===== src/rtl/fx_ga_itc.sv =====
// fx_ga_itc: parametrised PC-FX gate-array interrupt controller.
// Ports: CLK/RES/CE, 16-bit I/O bus (CSn RDn WRn ADDR DI DO),
//   SRC requests, IACK, registered CINT/CLVL/CSRC to the V810.
module fx_ga_itc #(
  parameter  int NSRC = 7,
  parameter  int LVLW = 3,
  localparam int IW   = (NSRC > 1) ? $clog2(NSRC) : 1
) (
  input  logic            CLK,
  input  logic            RES,
  input  logic            CE,
  input  logic            CSn,
  input  logic            RDn,
  input  logic            WRn,
  input  logic [2:0]      ADDR,
  input  logic [15:0]     DI,
  output logic [15:0]     DO,
  input  logic [NSRC-1:0] SRC,
  input  logic            IACK,
  output logic            CINT,
  output logic [LVLW-1:0] CLVL,
  output logic [IW-1:0]   CSRC
);

  logic [NSRC-1:0] src_q;
  logic [NSRC-1:0] pend_q;
  logic [NSRC-1:0] imr;
  logic [NSRC-1:0] mode;
  logic [LVLW-1:0] ilr [NSRC];

  logic [NSRC-1:0] pend;
  logic [NSRC-1:0] elig;
  logic [NSRC-1:0] set;
  logic [NSRC-1:0] clr;
  logic [NSRC-1:0] mode_n;
  logic [NSRC-1:0] imr_n;
  logic [NSRC-1:0] pend_n;
  logic [LVLW-1:0] ilr_n [NSRC];
  logic [LVLW-1:0] best_l;
  logic [IW-1:0]   best_i;
  logic            wr;

  // Bits beyond NSRC/LVLW are architecturally ignored.
  logic unused_di;
  assign unused_di = ^DI;

  assign wr = ~CSn & ~WRn;

  // Level sources follow src_q; edge sources use the latch.
  assign pend = (mode & pend_q) | (~mode & src_q);
  assign set  = SRC & ~src_q;

  always_comb begin
    for (int i = 0; i < NSRC; i++) begin
      elig[i] = pend[i] & ~imr[i] & (ilr[i] != '0);
    end
  end

  // Strict '>' keeps the lowest index on equal levels.
  always_comb begin
    best_l = '0;
    best_i = '0;
    for (int i = 0; i < NSRC; i++) begin
      if (elig[i] && ilr[i] > best_l) begin
        best_l = ilr[i];
        best_i = IW'(i);
      end
    end
  end

  always_comb begin
    mode_n = mode;
    imr_n  = imr;
    ilr_n  = ilr;
    clr    = '0;
    if (wr) begin
      case (ADDR)
        3'd0: clr = DI[NSRC-1:0];
        3'd1: imr_n = DI[NSRC-1:0];
        3'd2: begin
          mode_n = DI[NSRC-1:0];
          clr    = mode & ~DI[NSRC-1:0];
        end
        default: begin
          for (int i = 0; i < NSRC; i++) begin
            if (ADDR[2] && ADDR[1:0] == 2'(i / 4)) begin
              ilr_n[i] = DI[4*(i%4) +: LVLW];
            end
          end
        end
      endcase
    end
    for (int i = 0; i < NSRC; i++) begin
      if (IACK && CINT && CSRC == IW'(i) && mode[i]) begin
        clr[i] = 1'b1;
      end
    end
    // Set beats clear; latch only lives in edge mode.
    pend_n = ((pend_q & ~clr) | set) & mode_n;
  end

  always_ff @(posedge CLK or posedge RES) begin
    if (RES) begin
      src_q  <= '0;
      pend_q <= '0;
      mode   <= '0;
      imr    <= '1;
      for (int i = 0; i < NSRC; i++) begin
        ilr[i] <= LVLW'((1 << LVLW) - 1 - (i % 4));
      end
      CINT <= 1'b0;
      CLVL <= '0;
      CSRC <= '0;
    end else if (CE) begin
      src_q  <= SRC;
      pend_q <= pend_n;
      mode   <= mode_n;
      imr    <= imr_n;
      ilr    <= ilr_n;
      CINT   <= |elig;
      CLVL   <= best_l;
      CSRC   <= best_i;
    end
  end

  always_comb begin
    DO = '0;
    if (~CSn && ~RDn) begin
      case (ADDR)
        3'd0: DO[NSRC-1:0] = pend;
        3'd1: DO[NSRC-1:0] = imr;
        3'd2: DO[NSRC-1:0] = mode;
        default: begin
          for (int i = 0; i < NSRC; i++) begin
            if (ADDR[2] && ADDR[1:0] == 2'(i / 4)) begin
              DO[4*(i%4) +: LVLW] = ilr[i];
            end
          end
        end
      endcase
    end
  end

endmodule


===== config.mk =====
export PLATFORM = sky130hd
export DESIGN_NAME = fx_ga_itc
export DESIGN_NICKNAME = d
export VERILOG_FILES = /design/src/rtl/fx_ga_itc.sv
export SDC_FILE = /design/constraint.sdc
export NUM_CORES = 1
export LEC_CHECK = 0
export ABC_AREA = 0
export BUFFER_PORTS_ARGS = -buffer_cell sky130_fd_sc_hd__buf_2
export CAP_MARGIN = 25
export CORE_MARGIN = 2
export CORE_UTILIZATION = 53
export DETAILED_ROUTE_END_ITERATION = 12
export MAX_ROUTING_LAYER = met4
export PLACE_DENSITY = 0.81
export SLEW_MARGIN = 20
export SYNTH_ARGS = -nofsm -noshare
export SYNTH_HDL_FRONTEND = slang
export SYNTH_SLANG_ARGS = --single-unit

===== constraint.sdc =====
create_clock -name CLK -period 8.6 [get_ports CLK]
set_input_delay 1.29 -clock CLK [delete_from_list [all_inputs] [get_ports CLK]]
set_output_delay 1.29 -clock CLK [all_outputs]
set_load 0.1 [all_outputs]

# Yosys cells after proc, flatten, opt, wreduce, memory -nomap -nowiden
# Cells that the tools add are included.
# word_totals
inputBits	33
output_inout_bits	23
regBits	56
# classes
bitwise	38
n_mux	39
n_lt_le_gt_ge	7
reduce_logical	40
n_eq_ne	9
# op_table
operator	count
3-bit 2-to-1 mux	23
7-bit bitwise AND	6
7-bit 2-to-1 mux	4
7-bit inverter	4
1-bit logical AND	25
3-bit nonzero test	7
3-bit greater-than comparator	6
3-bit case mux with 3 select lines	2
1-bit bitwise AND	15
7-bit bitwise OR	2
7-bit case mux with 2 select lines	1
1-bit inverter	11
3-bit by 2-bit == test with 1-bit output (second input constant)	3
3-bit == test (second input constant)	3
1-bit 2-to-1 mux	8
4-bit AND reduction	2
7-bit OR reduction	1
3-bit by 1-bit == test with 1-bit output (second input constant)	2
3-bit logical NOT	2
3-bit by 1-bit greater-than comparator with 1-bit output (second input constant)	1
1-bit case mux with 3 select lines	1
3-bit AND reduction	1
3-bit OR reduction	1
2-bit by 1-bit == test with 1-bit output (second input constant)	1
2-bit logical NOT	1

# Depth between registers and ports, before layout
# Gate-level depths: netlist (run 1).
# depth
depth_word	25
mapped_depth	42
ltp_nobuf	42

# Least setup slack after synthesis (run 1)
# Ideal clock, no wire load.
# synth_timing
path_kind	register to register
startpoint	register mode[0]
endpoint	register CLVL[0]
arrival_time_ns	8.172
path_stages_with_launch	39
t_required_ns	8.499
period_less_slack_ns	8.273
path_buffers	0
path_slack_ns	0.327
setup_time_ns	0.101
path_cell_list	dfrtp_1 -> mux2_4 -> and3_2 -> inv_1 -> ha_1 -> a31oi_2 -> nand2_1 -> or2_2 -> o21ai_0 -> ha_1 -> or2_2 -> a221oi_2 -> a311oi_1 -> nor3_1 -> mux2_4 -> ha_1 -> nor2_1 -> nand2_1 -> [... 3 more ...] -> ha_1 -> nor2_1 -> nand3_1 -> and3_1 -> and3_1 -> nor3_1 -> nor2_1 -> ha_1 -> nand3_1 -> and3_2 -> o31ai_1 -> ha_1 -> nor2b_1 -> o21a_1 -> o211ai_1 -> and2_2 -> o21ai_0 -> o32ai_1
# synth_between
elab_chain_cells	25
elab_cells_between_ends	26
classes_between	order compare (6); mux (7); bitwise (6); reduce/logical (7)
# synth_lines
item	line_no	text
start: declaration	28	logic [NSRC-1:0] mode;
start signal: assignment	117	mode <= mode_n;
7-bit inverter	50	assign pend = (mode & pend_q) | (~mode & src_q);
7-bit bitwise AND	50	
7-bit bitwise OR *	50	
1-bit bitwise AND * (2 in series)	55	elig[i] = pend[i] & ~imr[i] & (ilr[i] != '0);
1-bit logical AND *	64	if (elig[i] && ilr[i] > best_l) begin
3-bit 2-to-1 mux *	64	
3-bit greater-than comparator	64	
1-bit logical AND	64	
[... 8 more ...]	--	
1-bit logical AND	64	
3-bit 2-to-1 mux *	64	
3-bit greater-than comparator	64	
1-bit logical AND	64	
3-bit 2-to-1 mux *	64	
3-bit greater-than comparator	64	
1-bit logical AND	64	
3-bit 2-to-1 mux *	64	
end signal: assignment	121	CLVL <= best_l;
end: declaration	21	output logic [LVLW-1:0] CLVL,
# Every way passes the cells marked *; elsewhere a longest branch is shown, timed or not.
# A chain may end at the register's enable or synchronous reset.

# Worst setup path in the final report (run 1)
# layout_timing
startpoint	register src_q[0]
endpoint	register CLVL[0]
# layout_between
elab_chain_cells	24
# layout_lines
item	line_no	text
start: declaration	25	logic [NSRC-1:0] src_q;
start signal: assignment	104	src_q <= '0;
start signal: assignment	115	src_q <= SRC;
7-bit bitwise AND *	50	
7-bit bitwise OR *	50	
1-bit bitwise AND * (2 in series)	55	
1-bit logical AND *	64	
3-bit 2-to-1 mux *	64	
3-bit greater-than comparator	64	
1-bit logical AND	64	
3-bit 2-to-1 mux *	64	
[... 7 more ...]	--	
1-bit logical AND	64	
3-bit 2-to-1 mux *	64	
3-bit greater-than comparator	64	
1-bit logical AND	64	
3-bit 2-to-1 mux *	64	
3-bit greater-than comparator	64	
1-bit logical AND	64	
3-bit 2-to-1 mux *	64	
# Marked as above.

==> flow_metrics.py, run 1 <==
metrics = {
    "global_routing": {
        "grt_max_degree": 57,
        "grt_pass1_wl_mm": 17.5,
        "grt.total_usage_pct": 26.4,
        "grt_pass1_vias": 3608,
        "antenna_found_initial": 0,
        "overflow": 0,
    },
    "sta": {
        "drv_slew": 0,
        "worst_pin_slew_ns": 1.10,
        "finalSetupViolations": 0,
        "timing.final.crit_share_pct": 96.8,
        "fmax_mhz": 120,
        "finalClockSkew_ns": 0.0125,
        "hold_slack_ns": 0.519,
        "hold_viol": 0,
        "fin_crit_ns": 8.32,
        "maxSlewHeadroom_pct": 26.2,
    },
    "clocking": {
        "cts-root-buf": "clkbuf_8",
        "clock_sinks": 56,
        "cts-buffers-inserted": 5,
        "cts_tree": "built",
        "clk_path_buf_depth": 2,
        "clk_pin_slew_ns": 0.11,
        "holdBufCountCts": 0,
        "clk_latency_ns": 0.32,
        "cts_max_level": 2,
    },
    "yosys": {
        "synthArstFlopShare_pct": 100,
        "ys_types": 63,
        "ys_seq_area_share_pct": 34.9,
        "synthFlopType": "dfrtp_1",
        "ys_ff_latch": 56,
        "yosys_warnings": 0,
        "syn_area_per_cell_um2": 8.95,
        "synthesis.area_um2": 4100,
        "synth-edff-count": 0,
        "netlist_instances": 458,
    },
    "worst_setup_path": {
        "r2r_slack_ns": 0.28,
        "crit_end": "CLVL[0]",
        "worstSetupPathType": "reg2reg",
        "r2r-end": "CLVL[0]",
        "crit_arrival_ns": 8.55,
        "slowest_delay_ns": 0.44,
        "crit_path_start_kind": "flop",
        "reg2reg_depth": 42,
        "critPathMostFrequentCell": "ha_1",
        "critPathCaptureType": "flop",
        "cp_slowest_cell": "dfrtp_1",
        "r2r-start": "src_q[0]",
        "critPathLaunch": "src_q[0]",
        "cp.required_ns": 8.82,
        "path_max_fanout": 5,
    },
    "layout": {
        "nFillCells": 635,
        "mostFrequentLayoutCells": "buf_2, nand2_1, o21ai_0",
        "multi_input_area_um2": 2550,
        "utilization_pct": 61.2,
        "insertedDiodeCount": 0,
        "regArea_um2": 1430,
        "layout-drive-gt1-share_pct": 32.9,
        "areaGrowthSynthToFinish_pct": 13.5,
        "final_common_cell": "buf_2",
        "layout.nets": 548,
    },
    "die": {
        "die_w_um": 91.9,
        "die_h_um": 91.9,
        "io_pins": 56,
        "start_util_pct": 53.9,
        "die-area_um2": 8450,
        "core_region_area_um2": 7610,
        "rows": 32,
    },
    "pwr": {
        "power_switching_uw": 558,
        "seq_power_share_pct": 35.7,
        "p_comb_share_pct": 50.7,
        "irDropWorstVdd_uv": 182,
        "p_per_area_nw_per_um2": 254,
        "leakage_nw": 2.07,
        "power.internal_uw": 623,
        "pwr-share-clk_pct": 13.6,
        "swShare_pct": 47.2,
    },
    "status": {
        "status": "completed",
    },
    "hold_path": {
        "hp-class": "reg2reg",
        "hold_start": "CLVL[2]",
    },
    "detailed_routing": {
        "viasPerCell": 6.26,
        "wl_mm": 11.2,
        "ant_nets": 0,
        "drcViolationCount": 0,
        "num_vias": 3796,
        "drtIter0Drc": 417,
        "dr.pass1.iters": 5,
        "avgRoutedWirePerCell_um": 18.5,
    },
    "job": {
        "drv_cap": 0,
    },
    "placed_design": {
        "place.gp.congestion": 0.927,
        "hpwl_mm": 7.63,
        "io_buffers": 49,
    },
}
-- routing by layer --
| layer | vias up | GRT usage, % | share of wire, % | wire length (um) |
|---|---|---|---|---|
| met3 | 31 | 3.20 | 6.3 | 706 |
| li1 | 1753 | - | - | - |
| met5 | - | - | 0 | 0 |
| met1 | 1820 | 33.4 | 42 | 4700 |
| met4 | 0 | 10.4 | 2.6 | 292 |
| met2 | 192 | 43.5 | 49 | 5510 |
-- cells by family after synthesis --
kind of cell,share of synthesized area [%]
compound gates,18.5
fa+ha+maj,3.66
buf+inv,6.07
flops,34.9
mux,17.9
other cells,0.0915
simple gates,19.0
-- worst min path at each step --
| stage | slack [ns] | endpoint | cells past startpoint |
|---|---|---|---|
| finish | 0.52 | CLVL[2] | 1 |
| CTS | 0.52 | CLVL[2] | 1 |
| global route | 0.55 | CLVL[2] | 1 |
| global placement | 0.49 | CLVL[2] | 1 |
| detailed placement | 0.49 | CLVL[2] | 1 |
| floorplan | 0.50 | ilr[2] | 2 |
-- layout make-up --
type | instances | area share (%)
inverters | 27 | 2.18
clock buffers | 6 | 1.78
flip-flops and latches | 56 | 30.7
repair buffers | 63 | 7.53
clock inverters | 2 | 0.296
well taps | 102 | 2.74
multi-input cells | 350 | 54.8
-- power by group through the flow --
stage / sequential, mW / combinational (mW) / clock [mW]
after floorplan: 0.491 / 0.328 / 0
final: 0.422 / 0.598 / 0.161
after detailed placement: 0.421 / 0.524 / 0
after global placement: 0.417 / 0.507 / 0
after CTS: 0.416 / 0.531 / 0.162
after global routing: 0.430 / 0.640 / 0.171
-- Yosys cell counts, drive strengths merged, types with 6 or more instances --
cell,instances,area [um^2]
nor2b,6,37.5
a22oi,7,52.6
nand2,42,158
buf,7,60.1
ha,12,150
dfstp,22,578
dfrtp,34,851
a31oi,8,56.3
o21ai,42,210
and3,11,81.3
inv,27,101
nor2,38,143
mux2,40,462
o211ai,10,75.1
nor3,12,65.1
nand3,20,105
a21oi,11,55.1
mux2i,27,270
clkbuf,20,87.6
-- registers in the layout, summed over array words and instances, names as in the netlist --
name and count:
pend_q 7, CINT 1, CSRC 3, src_q 7
imr 7, CLVL 3, mode 7, ilr 21
-- timing repair --
item	4_1_cts	5_1_grt
pin swaps	1	11
setup buffers	1	5
setup endpoints to repair	3	6
gates resized for setup	0	24
-- worst max-delay path, delay by kind of cell, from the launching register on --
family | cells | cell delay [ns]
AO/OA/AOI/OAI | 14 | 2.79
adder cells (fa/ha/maj) | 6 | 1.54
buffers and inverters | 2 | 0.26
flip-flops | 1 | 0.44
multiplexers | 2 | 0.67
AND/OR/NAND/NOR | 18 | 2.56
-- stage by stage --
stage	total power, mW	instance area (um^2)	setup slack [ns]	std cells	setup TNS [ns]
final	1.18	4650	0.278	606	0
after global routing	1.24	4650	-0.119	606	-0.168
after CTS	1.11	4500	0.0153	601	0
after detailed placement	0.945	4390	-0.00305	592	-0.00305
after global placement	0.924	4390	0.229	592	0
after floorplan	0.819	4110	0.327	460	0
No activity file was read; power rests on OpenSTA's default activity.
==> run 2: changes to the inputs <==
--- a/config.mk
+++ b/config.mk
@@ -9,10 +9,10 @@
 export BUFFER_PORTS_ARGS = -buffer_cell sky130_fd_sc_hd__buf_2
 export CAP_MARGIN = 25
 export CORE_MARGIN = 2
-export CORE_UTILIZATION = 53
+export CORE_UTILIZATION = 58
 export DETAILED_ROUTE_END_ITERATION = 12
 export MAX_ROUTING_LAYER = met4
-export PLACE_DENSITY = 0.81
+export PLACE_DENSITY = 0.84
 export SLEW_MARGIN = 20
 export SYNTH_ARGS = -nofsm -noshare
 export SYNTH_HDL_FRONTEND = slang
==> constraint.sdc (replaced) <==
create_clock -name CLK -period 7.95 [get_ports CLK]
set_input_delay 1.1925 -clock CLK [delete_from_list [all_inputs] [get_ports CLK]]
set_output_delay 1.1925 -clock CLK [all_outputs]
set_load 0.1 [all_outputs]
==> flow_metrics.py, run 2 (same netlist as run 1, synthesis figures left out) <==
metrics = {
    "detailed_routing": {
        "drtIter0Drc": 514,
        "viasPerCell": 6.91,
        "wl_mm": 13.6,
        "avgRoutedWirePerCell_um": 22.0,
        "dr.pass1.iters": 5,
        "drcViolationCount": 0,
        "num_vias": 4273,
        "ant_nets": 0,
    },
    "global_routing": {
        "grt_pass1_wl_mm": 19.9,
        "overflow": 0,
        "grt_pass1_vias": 4043,
        "grt_max_degree": 57,
        "antenna_found_initial": 0,
        "grt.total_usage_pct": 34.1,
    },
    "worst_setup_path": {
        "path_max_fanout": 4,
        "cp_slowest_cell": "dfrtp_1",
        "worstSetupPathType": "reg2reg",
        "slowest_delay_ns": 0.41,
        "critPathCaptureType": "flop",
        "crit_arrival_ns": 8.25,
        "cp.required_ns": 8.16,
        "crit_path_start_kind": "flop",
    },
    "pwr": {
        "fin_total_pwr_mw": 1.53,
        "seq_power_share_pct": 30.5,
        "power_switching_uw": 709,
        "power.internal_uw": 823,
        "p_per_area_nw_per_um2": 303,
        "irDropWorstVdd_uv": 263,
        "leakage_nw": 2.21,
        "swShare_pct": 46.3,
        "pwr-share-clk_pct": 13.8,
        "p_comb_share_pct": 55.7,
    },
    "layout": {
        "final_common_cell": "buf_2",
        "layout-drive-gt1-share_pct": 40.0,
        "areaGrowthSynthToFinish_pct": 23.4,
        "top_register": "ilr",
        "largest_reg_flops": 21,
        "layout.cells.non_filler": 618,
        "mostFrequentLayoutCells": "buf_2, nand2_1, o21ai_0",
        "nFillCells": 431,
        "utilization_pct": 74.0,
        "layout.nets": 566,
        "insertedDiodeCount": 0,
    },
    "die": {
        "rows": 30,
        "io_pins": 56,
        "core_region_area_um2": 6830,
        "start_util_pct": 60.0,
        "die-area_um2": 7760,
        "die_h_um": 88.1,
        "die_w_um": 88.1,
    },
    "sta": {
        "timing.final.crit_share_pct": 101,
        "setup_ws_ns": -0.0935,
        "fin_tns_setup_ns": -0.259,
        "hold_viol": 0,
        "finalSetupViolations": 4,
        "worst_pin_slew_ns": 1.12,
        "fin_crit_ns": 8.04,
        "finalClockSkew_ns": 0.00840,
        "maxSlewHeadroom_pct": 24.5,
        "drv_slew": 0,
        "rsz0062_at_grt": "true",
        "fmax_mhz": 124,
    },
    "placed_design": {
        "io_buffers": 49,
        "place.gp.congestion": 0.895,
        "dp_cells": 592,
        "hpwl_mm": 7.90,
    },
    "clocking": {
        "cts_max_level": 2,
        "cts_tree": "built",
        "clk_pin_slew_ns": 0.11,
        "clock_sinks": 56,
        "cts-root-buf": "clkbuf_8",
        "cts-buffers-inserted": 5,
        "holdBufCountCts": 0,
        "clk_path_buf_depth": 2,
        "clk_latency_ns": 0.32,
    },
    "status": {
        "status": "finished, violations left",
        "violations": "setup timing",
    },
    "job": {
        "drv_cap": 0,
    },
    "hold_path": {
        "hp-class": "reg2reg",
    },
}
run 2: changes by cell type in the layout (fill, tap and decap cells not counted), moves of 3 or more:
cell and delta:
buf_4 +16, ha_1 -7, ha_4 +5, nand3_1 -4, nand2_1 -3, nand3_4 +3
run 2: layer usage:
layer	global-route usage [%]	wire length [um]	vias up
met2	53.9	6470	345
li1	-	-	1789
met4	19.6	953	0
met5	-	0	-
met1	40.8	4840	2016
met3	6.41	1350	123
run 2: final timing paths:
path	slack (ns)	cells after the start	start	to
setup / recovery	-0.09	44	mode[0]	CLVL[2]
hold / removal	0.53	1	CLVL[2]	CLVL[2]
setup reg to reg	-0.09	44	mode[0]	CLVL[2]
hold reg to reg	0.53	1	CLVL[2]	CLVL[2]
max in group asynchronous	6.40	3	RES	src_q[4]
min in group asynchronous	1.06	3	RES	src_q[6]
run 2: final cells by class:
type	instances	area (um^2)	share of cell area [%]
multi-input cells	350	2790	55.1
flip-flops and latches	56	1430	28.3
repair buffers	81	493	9.75
well taps	96	120	2.38
inverters	27	101	2.00
clock buffers	7	96.3	1.91
clock inverters	1	30.0	0.594
run 2: timing repair:
item                                    4_1_cts  5_1_grt
endpoints found under the setup margin        6        6
setup buffers                                 7       12
resized for setup                            23       38
pin swaps                                    10       30
run 2: power by group through the flow:
| stage | registers, mW | clock network, mW | logic (mW) |
|---|---|---|---|
| 4_1_cts | 0.452 | 0.211 | 0.678 |
| 3_3_place_gp | 0.451 | 0 | 0.570 |
| 3_5_place_dp | 0.455 | 0 | 0.596 |
| 5_1_grt | 0.473 | 0.222 | 0.894 |
| 2_1_floorplan | 0.531 | 0 | 0.366 |
| 6_report | 0.467 | 0.212 | 0.853 |
run 2: worst max-delay path, delay by kind of cell (launching register included):
family,cells,cell delay (ns)
flip-flops,1,0.41
AO/OA/AOI/OAI,11,2.01
adder cells (fa/ha/maj),6,1.46
buffers and inverters,4,0.51
AND/OR/NAND/NOR,19,2.48
multiplexers,4,1.02
run 2: stage by stage:
step / hold slack, ns / cell area [um^2] / setup slack [ns]
floorplan: 0.499 / 4130 / 0.0563
finish: 0.526 / 5060 / -0.0935
detailed placement: 0.502 / 4460 / -0.286
CTS: 0.528 / 4760 / 0.00863
global route: 0.545 / 5060 / -0.283
global placement: 0.489 / 4460 / -0.0196
